`src/rtl/key_event_pkg.sv`:
```
// Shared types and helpers for the key event arbiter: event encoding,
// timer state enum and a clog2 that never returns a zero width.
package key_event_pkg;

  localparam logic EVT_SHORT = 1'b0;
  localparam logic EVT_LONG  = 1'b1;

  typedef enum logic [1:0] {
    TMR_IDLE,
    TMR_HELD,
    TMR_LONG_HELD
  } timer_state_t;

  // Key field sized for the largest supported key count (8).
  typedef struct packed {
    logic [2:0] key;
    logic       long_press;
  } key_event_t;

  function automatic int clog2_min1(input int n);
    return (n <= 2) ? 1 : $clog2(n);
  endfunction

endpackage

```
`src/rtl/key_event_arbiter_if.sv`:
```
// Event stream from the arbiter FIFO to the mode controller (valid/ready).
interface key_event_arbiter_if #(
  parameter int NUM_KEYS   = 4,
  parameter int FIFO_DEPTH = 4
);
  import key_event_pkg::*;

  localparam int KEY_W = clog2_min1(NUM_KEYS);
  localparam int CNT_W = $clog2(FIFO_DEPTH) + 1;

  logic             evt_valid;
  logic             evt_ready;
  logic [KEY_W-1:0] evt_key;
  logic             evt_long;
  logic [CNT_W-1:0] evt_count;

  modport master (
    output evt_valid,
    output evt_key,
    output evt_long,
    output evt_count,
    input  evt_ready
  );

  modport slave (
    input  evt_valid,
    input  evt_key,
    input  evt_long,
    input  evt_count,
    output evt_ready
  );

endinterface

```
`src/rtl/key_press_timer.sv`:
```
// One key: two-flop synchroniser plus press-duration FSM that emits a
// single-cycle short pulse on release or a long pulse on the L-th held cycle.
module key_press_timer
  import key_event_pkg::*;
#(
  parameter int LONG_PRESS_CYCLES = 300000000
) (
  input  logic clk,
  input  logic reset,
  input  logic key_raw,
  output logic emit_short,
  output logic emit_long
);

  localparam int CNT_W = $clog2(LONG_PRESS_CYCLES + 1);
  localparam logic [CNT_W-1:0] LAST_CNT = CNT_W'(LONG_PRESS_CYCLES - 1);

  logic             sync_1;
  logic             key_s;
  timer_state_t     state;
  logic [CNT_W-1:0] cnt;

  // The counter stops once the long threshold is hit, so it can never wrap.
  always_ff @(posedge clk or negedge reset) begin
    if (!reset) begin
      sync_1     <= 1'b0;
      key_s      <= 1'b0;
      state      <= TMR_IDLE;
      cnt        <= '0;
      emit_short <= 1'b0;
      emit_long  <= 1'b0;
    end else begin
      sync_1     <= key_raw;
      key_s      <= sync_1;
      emit_short <= 1'b0;
      emit_long  <= 1'b0;
      case (state)
        TMR_IDLE: begin
          if (key_s) begin
            state <= TMR_HELD;
            cnt   <= CNT_W'(1);
          end
        end
        TMR_HELD: begin
          if (!key_s) begin
            state      <= TMR_IDLE;
            emit_short <= 1'b1;
          end else if (cnt == LAST_CNT) begin
            state     <= TMR_LONG_HELD;
            cnt       <= cnt + CNT_W'(1);
            emit_long <= 1'b1;
          end else begin
            cnt <= cnt + CNT_W'(1);
          end
        end
        TMR_LONG_HELD: begin
          if (!key_s) state <= TMR_IDLE;
        end
        default: state <= TMR_IDLE;
      endcase
    end
  end

endmodule

```
`src/rtl/key_event_arbiter.sv`:
```
// Per-key press timers feed pending flags; a round-robin arbiter moves
// pending events into a registered FIFO drained over valid/ready.
module key_event_arbiter
  import key_event_pkg::*;
#(
  parameter int NUM_KEYS          = 4,
  parameter int LONG_PRESS_CYCLES = 300000000,
  parameter int FIFO_DEPTH        = 4
) (
  input  logic                clk,
  input  logic                reset,
  input  logic [NUM_KEYS-1:0] key_in,
  key_event_arbiter_if.master evt,
  output logic                overflow
);

  localparam int KEY_W = clog2_min1(NUM_KEYS);
  localparam int PTR_W = clog2_min1(FIFO_DEPTH);
  localparam int CNT_W = $clog2(FIFO_DEPTH) + 1;

  logic [NUM_KEYS-1:0] emit_short;
  logic [NUM_KEYS-1:0] emit_long;
  logic [NUM_KEYS-1:0] pending;
  logic [NUM_KEYS-1:0] pend_long;
  logic [KEY_W-1:0]    rr_ptr;
  logic [KEY_W-1:0]    grant_idx;
  logic [KEY_W-1:0]    next_rr;
  logic [KEY_W-1:0]    probe;
  logic                grant_valid;
  logic                can_accept;
  logic                do_grant;
  logic                pop;
  logic [KEY_W:0]      fifo_mem [FIFO_DEPTH];
  logic [PTR_W-1:0]    wr_ptr;
  logic [PTR_W-1:0]    rd_ptr;
  logic [CNT_W-1:0]    count;

  for (genvar k = 0; k < NUM_KEYS; k++) begin : g_key
    key_press_timer #(
      .LONG_PRESS_CYCLES(LONG_PRESS_CYCLES)
    ) u_timer (
      .clk       (clk),
      .reset     (reset),
      .key_raw   (key_in[k]),
      .emit_short(emit_short[k]),
      .emit_long (emit_long[k])
    );
  end

  assign evt.evt_valid = (count != '0);
  assign evt.evt_count = count;
  assign evt.evt_key   = fifo_mem[rd_ptr][KEY_W:1];
  assign evt.evt_long  = fifo_mem[rd_ptr][0];

  // A full FIFO still accepts when the head leaves in the same cycle.
  assign pop        = (count != '0) && evt.evt_ready;
  assign can_accept = (count < CNT_W'(FIFO_DEPTH)) || pop;
  assign do_grant   = grant_valid && can_accept;
  assign next_rr    = KEY_W'((int'(grant_idx) + 1) % NUM_KEYS);

  always_comb begin
    grant_valid = 1'b0;
    grant_idx   = '0;
    probe       = '0;
    for (int i = 0; i < NUM_KEYS; i++) begin
      probe = KEY_W'((int'(rr_ptr) + i) % NUM_KEYS);
      if (!grant_valid && pending[probe]) begin
        grant_valid = 1'b1;
        grant_idx   = probe;
      end
    end
  end

  // A new event on a key whose previous event is still waiting is lost,
  // unless that previous event is leaving through the grant this cycle.
  always_ff @(posedge clk or negedge reset) begin
    if (!reset) begin
      pending   <= '0;
      pend_long <= '0;
      rr_ptr    <= '0;
      overflow  <= 1'b0;
    end else begin
      for (int k = 0; k < NUM_KEYS; k++) begin
        if (emit_short[k] || emit_long[k]) begin
          if (pending[k] && !(do_grant && grant_idx == KEY_W'(k))) begin
            overflow <= 1'b1;
          end else begin
            pending[k]   <= 1'b1;
            pend_long[k] <= emit_long[k] ? EVT_LONG : EVT_SHORT;
          end
        end else if (do_grant && grant_idx == KEY_W'(k)) begin
          pending[k] <= 1'b0;
        end
      end
      if (do_grant) rr_ptr <= next_rr;
    end
  end

  always_ff @(posedge clk or negedge reset) begin
    if (!reset) begin
      wr_ptr <= '0;
      rd_ptr <= '0;
      count  <= '0;
      for (int i = 0; i < FIFO_DEPTH; i++) fifo_mem[i] <= '0;
    end else begin
      if (do_grant) begin
        fifo_mem[wr_ptr] <= {grant_idx, pend_long[grant_idx]};
        wr_ptr           <= wr_ptr + PTR_W'(1);
      end
      if (pop) rd_ptr <= rd_ptr + PTR_W'(1);
      case ({do_grant, pop})
        2'b10:   count <= count + CNT_W'(1);
        2'b01:   count <= count - CNT_W'(1);
        default: count <= count;
      endcase
    end
  end

endmodule

```
`src/flat_wrapper.sv`:
```
// flat-port wrapper written by rule: the top's interface ports become plain ports
module key_event_arbiter_flat import key_event_pkg::*;
#(
  parameter int NUM_KEYS          = 4,
  parameter int LONG_PRESS_CYCLES = 300000000,
  parameter int FIFO_DEPTH        = 4
)
  (clk, reset, key_in, overflow, evt_evt_valid, evt_evt_key, evt_evt_long, evt_evt_count, evt_evt_ready);
  key_event_arbiter_if #(.NUM_KEYS(NUM_KEYS), .FIFO_DEPTH(FIFO_DEPTH)) evt_i ();
  input  logic clk;
  input  logic reset;
  input  logic [NUM_KEYS-1:0] key_in;
  output logic overflow;
  output wire logic [$bits(evt_i.evt_valid)-1:0] evt_evt_valid;
  output wire logic [$bits(evt_i.evt_key)-1:0] evt_evt_key;
  output wire logic [$bits(evt_i.evt_long)-1:0] evt_evt_long;
  output wire logic [$bits(evt_i.evt_count)-1:0] evt_evt_count;
  input wire logic [$bits(evt_i.evt_ready)-1:0] evt_evt_ready;
  assign evt_evt_valid = evt_i.evt_valid;
  assign evt_evt_key = evt_i.evt_key;
  assign evt_evt_long = evt_i.evt_long;
  assign evt_evt_count = evt_i.evt_count;
  assign evt_i.evt_ready = evt_evt_ready;
  key_event_arbiter #(.NUM_KEYS(NUM_KEYS), .LONG_PRESS_CYCLES(LONG_PRESS_CYCLES), .FIFO_DEPTH(FIFO_DEPTH)) u_core (.clk(clk), .reset(reset), .key_in(key_in), .evt(evt_i), .overflow(overflow));
endmodule
```
`config.mk`:
```
export PLATFORM = sky130hd
export DESIGN_NAME = key_event_arbiter_flat
export DESIGN_NICKNAME = d
export VERILOG_FILES = /design/src/rtl/key_event_pkg.sv /design/src/rtl/key_event_arbiter_if.sv /design/src/rtl/key_press_timer.sv /design/src/rtl/key_event_arbiter.sv /design/src/flat_wrapper.sv
export SDC_FILE = /design/constraint.sdc
export NUM_CORES = 1
export LEC_CHECK = 0
export ABC_AREA = 1
export CAP_MARGIN = 20
export CORE_MARGIN = 5
export CORE_UTILIZATION = 59
export DETAILED_ROUTE_END_ITERATION = 7
export DONT_BUFFER_PORTS = 1
export PLACE_DENSITY_LB_ADDON = 0.15
export SYNTH_ARGS = -nofsm -noshare
export SYNTH_HDL_FRONTEND = slang
export SYNTH_SLANG_ARGS = --single-unit
```
`constraint.sdc`:
```
create_clock -name clk -period 2.4 [get_ports clk]
set_input_delay 0.48 -clock clk [delete_from_list [all_inputs] [get_ports clk]]
set_output_delay 0.48 -clock clk [all_outputs]
set_load 0.05 [all_outputs]
```
---- Yosys cells after proc, flatten, opt, wreduce, memory -nomap -nowiden ----
Cells that the tools add are included.
operators by class
  bitwise logic cells ..................... 6
  add/subtract/negate cells ............... 12
  reduce and logical (&&, ||, !) cells .... 57
  $lt $le $gt $ge ......................... 9
  multiplexer cells ....................... 101
  eq/ne operators ......................... 37
operator list
  operator                                                              number
  29-bit 2-to-1 mux                                                     8
  29-bit case mux with 2 select lines                                   4
  29-bit by 1-bit adder with 29-bit output, second input constant       4
  29-bit == test, second input constant                                 4
  1-bit 2-to-1 mux                                                      53
  2-bit 2-to-1 mux                                                      20
  2-bit != test, second input constant                                  16
  2-bit case mux with 3 select lines                                    4
  3-bit AND reduction                                                   8
  2-bit nonzero test                                                    9
  2-bit AND reduction                                                   8
  2-bit by 3-bit < comparator with 1-bit output, second input constant  5
  2-bit == test, second input constant                                  7
  1-bit logical AND                                                     14
  12-bit bitwise mux                                                    1
  2-bit by 1-bit == test with 1-bit output, second input constant       6
  3-bit != test, second input constant                                  4
  1-bit binary-select mux with 2-bit select                             5
  2-bit logical NOT                                                     5
  3-bit 2-to-1 mux                                                      3
  2-bit by 1-bit adder with 2-bit output, second input constant         4
  1-bit logical NOT                                                     7
  3-bit binary-select mux with 2-bit select                             1
  3-bit demux with 2-bit select                                         1
  11 further kinds                                                      21
storage, ports and cells
  output and inout port bits .............. 8
  input bits .............................. 7
  logic and storage cells ................. 263
  bits in registers ....................... 170

---- Logic depth before layout (Yosys ltp) ----
  depth in word-level cells ............... 24
  gate-level depth with buffers ........... 16
  depth with buffers taken out ............ 16

---- By module ----
Synthesis repeated with hierarchy kept, for this count alone.
unflattened totals
  cell total of the unflattened synthesis .. 1366
  area, all modules ....................... 9957.0 sq um
by module, submodules not included
  module                                         cells each  area an instance (sq um)  sequential area each (sq um)  times used
  key_press_timer (u_core.g_key[0].u_timer ...)  283         2015.7                    875.8                         2
  key_press_timer (u_core.g_key[1].u_timer)      285         2013.2                    875.8                         1
  key_press_timer (u_core.g_key[3].u_timer)      281         2011.9                    875.8                         1
  key_event_arbiter                              234         1900.6                    750.7                         1

---- Worst setup path before layout ----
Ideal clock, no wire load.
  path type ............................... flip-flop to flip-flop
  start point ............................. register u_core.count[0], in the netlist u_core.evt.evt_count[0]
  end point ............................... register u_core.count[2], in the netlist u_core.evt.evt_count[2]
  setup slack ............................. 0.189 ns
  setup time .............................. 0.131 ns
  required time ........................... 2.269 ns
  arrival ................................. 2.081 ns
  path buffers ............................ 0
  clock period less this slack ............ 2.211 ns
  cell stages (with the launch flop) ...... 9
  cell sequence ........................... dfrtp_1 -> inv_1 -> a31oi_1 -> ha_1 -> inv_1 -> fa_1 -> a21oi_1 -> o21ai_0 -> xor2_1
between the ends
  cells in the longest elaborated chain, start to end .. 6
  elaborated cells between the ends (all ways) .. 11
  classes of those cells .................. add/sub: 2; order compare: 1; eq/ne: 2; mux: 1; reduce/logical: 5
ends and longest elaborated chain
  element                                                                    RTL line                  text
  from (decl)                                                                key_event_arbiter.sv:36   logic [CNT_W-1:0] count;
  from (signal assigned)                                                     key_event_arbiter.sv:112  2'b10: count <= count + CNT_W'(1);
  from (signal assigned)                                                     key_event_arbiter.sv:113  2'b01: count <= count - CNT_W'(1);
  from (signal assigned)                                                     key_event_arbiter.sv:114  default: count <= count;
  3-bit nonzero test (*)                                                     key_event_arbiter.sv:56   assign pop = (count != '0) && evt.evt_ready;
  1-bit logical AND (*)                                                      key_event_arbiter.sv:56
  named net u_core.pop                                                       key_event_arbiter.sv:32   logic pop;
  1-bit logical OR                                                           key_event_arbiter.sv:57   assign can_accept = (count < CNT_W'(FIFO_DEPTH)) || pop;
  1-bit logical AND                                                          key_event_arbiter.sv:58   assign do_grant = grant_valid && can_accept;
  2-bit by 1-bit == test with 1-bit output or 2-bit == test (tied branches)  key_event_arbiter.sv:111  case ({do_grant, pop})
  3-bit case mux with 2 select lines or 2-bit nonzero test (tied branches)   -
The timed path passes the listed nets; every way through them passes the cells marked *.
A chain may end at the register's enable or synchronous reset.

---- Final worst setup path ----
  start point ............................. register u_core.rr_ptr[0]
  end point ............................... register u_core.count[2], in the netlist u_core.evt.evt_count[2]
between the ends
  cells in the longest elaborated chain, start to end .. 15
  elaborated cells between the ends (all ways) .. 26
  classes of those cells .................. add/sub: 3; eq/ne: 2; mux: 13; reduce/logical: 8
ends and longest elaborated chain
  element                                                                                          RTL line                  text
  from (decl)                                                                                      key_event_arbiter.sv:25   logic [KEY_W-1:0] rr_ptr;
  from (signal assigned)                                                                           key_event_arbiter.sv:95   if (do_grant) rr_ptr <= next_rr;
  parallel branches: the longest is 11 deep, another holds 2-bit by 1-bit adder with 2-bit output  -
  1-bit 2-to-1 mux (*)                                                                             key_event_arbiter.sv:67   if (!grant_valid && pending[probe]) begin
  1-bit logical AND (*)                                                                            key_event_arbiter.sv:58
  2-bit by 1-bit == test with 1-bit output or 2-bit == test (tied branches)                        key_event_arbiter.sv:111
  3-bit case mux with 2 select lines or 2-bit nonzero test (tied branches)                         -
Every way passes the cells marked *. The select of a mux whose other input is x is not followed.

==> flow_summary.json <==
{
  "p_comb_frac": 0.302,
  "crit_required_ps": 2710,
  "synth_top_area_share": 0.434,
  "final_cell_mix": "nand2_1, inv_1, dfrtp_1",
  "crit_type": "reg2reg",
  "worst_hold_path_type": "in2async",
  "synth.avg_cell_area_um2": 7.54,
  "p_leak_nw": 4.84,
  "finalNonFillerCells": 1559,
  "max-cap-violations": 0,
  "synthSimpleGateAreaFrac": 0.343,
  "nets": 1347,
  "status": "complete, but fails checks",
  "clkSinkCount": 170,
  "final_area_um2": 10800,
  "start_util": 0.595,
  "numCtsBuffers": 17,
  "num-fill-cells": 1451,
  "synth_compound_area_frac": 0.104,
  "finalCritPeriodShare": 0.951,
  "first_iter_violations": 739,
  "rows": 47,
  "peakVddDrop_mv": 0.727,
  "ios": 15,
  "design.die.area_um2": 19300,
  "port_buffers": 0,
  "crit_path_start_kind": "flop",
  "ys_warn_count": 0,
  "cts-root-buf": "clkbuf_16",
  "finalSetupViolCount": 0,
  "place_congestion": 0.928,
  "setup_tns_ps": 0,
  "synthCells": 1300,
  "p_sw_mw": 3.27,
  "period_needed_ps": 2280,
  "p_clk_frac": 0.324,
  "first_pass_iters": 7,
  "seq_area_frac_synth": 0.434,
  "antenna_found_initial": 0,
  "synth_top_family_by_area": "simple AND/OR/NAND/NOR gates",
  "antenna_cells": 0,
  "placed_area_um2": 10200,
  "synthesis.nets": 1321,
  "synth-edff-count": 0,
  "grt_usage": 0.237,
  "p_int_mw": 5.75,
  "register_area_um2": 4260,
  "dp_hpwl_um": 15700,
  "p_sw_frac": 0.362,
  "synthFlopType": "dfrtp_1",
  "synthArstFlopShare": 1.00,
  "tightest_slew_ps": 554,
  "hold_viol_final": 170,
  "synth.largest_area_cell": "dfrtp_1",
  "grt_pass1_wl_um": 38700,
  "violations": "negative hold slack",
  "p_seq_frac": 0.374,
  "synth.distinct_cells": 56,
  "die_w_um": 139,
  "route.detailed.drc": 0,
  "synthXorXnorAreaFrac": 0.0188,
  "vias": 8820,
  "drive_above_1_share": 0.0993,
  "worstSkewPairLatency_ps": 440,
  "critPathMostFrequentCell": "nand2_2",
  "grt_overflow_total": 0,
  "area_growth_pct": 10.3,
  "fin_ws_ps": 117,
  "cts_setup_buffers": 0,
  "grt_max_degree": 171,
  "grt_pass1_vias": 8238,
  "wirelength_um": 22300,
  "place_ws_ps": 88.3,
  "multiInputGateArea_um2": 4750,
  "vias_per_cell": 5.66,
  "maxSlewHeadroom": 0.627,
  "clkTransAtPathRegs_ps": 70,
  "layout_commonest_cell": "nand2_1",
  "power.density_nw_per_um2": 834,
  "post-place-cells": 1527,
  "worstPathCellList": "buf_4, nand2_1, nand2_2, nand2_2, nand2_2, nor2_8, nand3b_4, nand2_4, ha_1, inv_1, fa_2, a21oi_1, o21ai_1, xor2_1",
  "ant_nets": 0,
  "wl_per_cell_um": 14.3,
  "slew_viol_final": 0,
  "slowest_delay_ps": 440,
  "cp_max_fo": 8,
  "clock_skew_ps": 9.42,
  "worst-path-buf-inv": 2,
  "cp-end-kind": "flop",
  "cts_tree": "built",
  "crit_path_top_delay_cell": "dfrtp_2",
  "core_area_um2": 16500,
  "ys_top_cells_by_area": "dfrtp_1, nand2_1, inv_1",
  "rsz0062_at_grt": "yes",
  "die_h_um": 139,
  "syn_area_um2": 9800,
  "final_util": 0.657,
  "synth_fa_ha_area_frac": 0.0186,
  "arrival_ps": 2590,
  "synth_seq_cells": 170,
  "hold_ws_ps": -262,
  "clockBufferDepth": 2,
  "critical_path.top_delay_family": "simple AND/OR/NAND/NOR gates",
  "synthMuxAreaShare": 0,
  "htreeDepth": 4,
  "max_freq_ghz": 0.438,
  "p_total_mw": 9.01
}
synthesized netlist by cell type, drive strengths merged, types with 2 or more instances:
cell type	instances
a21oi	48
a22oi	4
a2bb2oi	2
a31o	3
a31oi	5
buf	4
clkbuf	14
dfrtp	170
ha	13
inv	189
nand2	307
nand3	105
nand3b	6
nand4	49
nor2	150
nor3	49
nor3b	4
nor4	26
o211ai	2
o21a	4
o21ai	90
o22ai	15
o31ai	2
or2	6
xnor2	7
xor2	14
power by group through the flow:
stage          clock network, mW  registers [mW]  logic [mW]
2_1_floorplan                  0            3.44        2.07
3_3_place_gp                   0            3.41        2.66
3_5_place_dp                   0            3.41        2.71
4_1_cts                     2.98            3.36        2.72
5_1_grt                     3.12            3.40        3.05
6_report                    2.92            3.37        2.73
path summary, 6_finish.rpt:
check / startpoint / to / slack [ps] / cells past startpoint
max in group asynchronous: reset / u_core.g_key[1].u_timer.cnt[23] / 2370 / 0
worst min register to register: u_core.g_key[2].u_timer.sync_1 / u_core.g_key[2].u_timer.key_s / 350 / 0
worst max-delay path: u_core.rr_ptr[0] / u_core.evt.evt_count[2] / 120 / 14
min in group clk: key_in[0] / u_core.g_key[0].u_timer.sync_1 / 70 / 0
worst min-delay path: reset / u_core.g_key[3].u_timer.cnt[0] / -260 / 0
worst max register to register: u_core.rr_ptr[0] / u_core.evt.evt_count[2] / 120 / 14
per-layer routing:
layer	wire length, um	track usage
met1	10700	0.350
met4	363	0.0613
met2	10100	0.362
met3	1200	0.0472
met5	0	0
registers in the layout, indices dropped and copies added (netlist names):
| name | flops |
|---|---|
| u_core.g_key.u_timer.cnt | 116 |
| u_core.fifo_mem | 12 |
| u_core.g_key.u_timer.state | 8 |
| u_core.g_key.u_timer.emit_long | 4 |
| u_core.g_key.u_timer.emit_short | 4 |
| u_core.g_key.u_timer.key_s | 4 |
| u_core.g_key.u_timer.sync_1 | 4 |
| u_core.pend_long | 4 |
| u_core.pending | 4 |
| u_core.evt.evt_count | 3 |
| u_core.rd_ptr | 2 |
| u_core.rr_ptr | 2 |
| u_core.wr_ptr | 2 |
| u_core.overflow | 1 |
timing repair:
action	4_1_cts	5_1_grt
gates resized for setup	0	5
endpoints found under the setup margin	0	3
endpoints found under the hold margin	170	170
final cells by class:
| cell class | instances | area share |
|---|---|---|
| clock buffer | 18 | 0.0406 |
| multi-input combinational | 922 | 0.440 |
| tap | 220 | 0.0255 |
| timing repair buffer | 25 | 0.0174 |
| inverter | 190 | 0.0662 |
| sequential | 170 | 0.394 |
| clock inverter | 14 | 0.0172 |
kinds of logic after synthesis:
group,after synthesis
adders and majority gates,14
buffers and inverters,208
and+or+nand+nor,705
AOI/OAI and AO/OA,182
DFF,170
xor gates and xnor gates,21
Note: power is estimated with default switching activity, not from simulation.
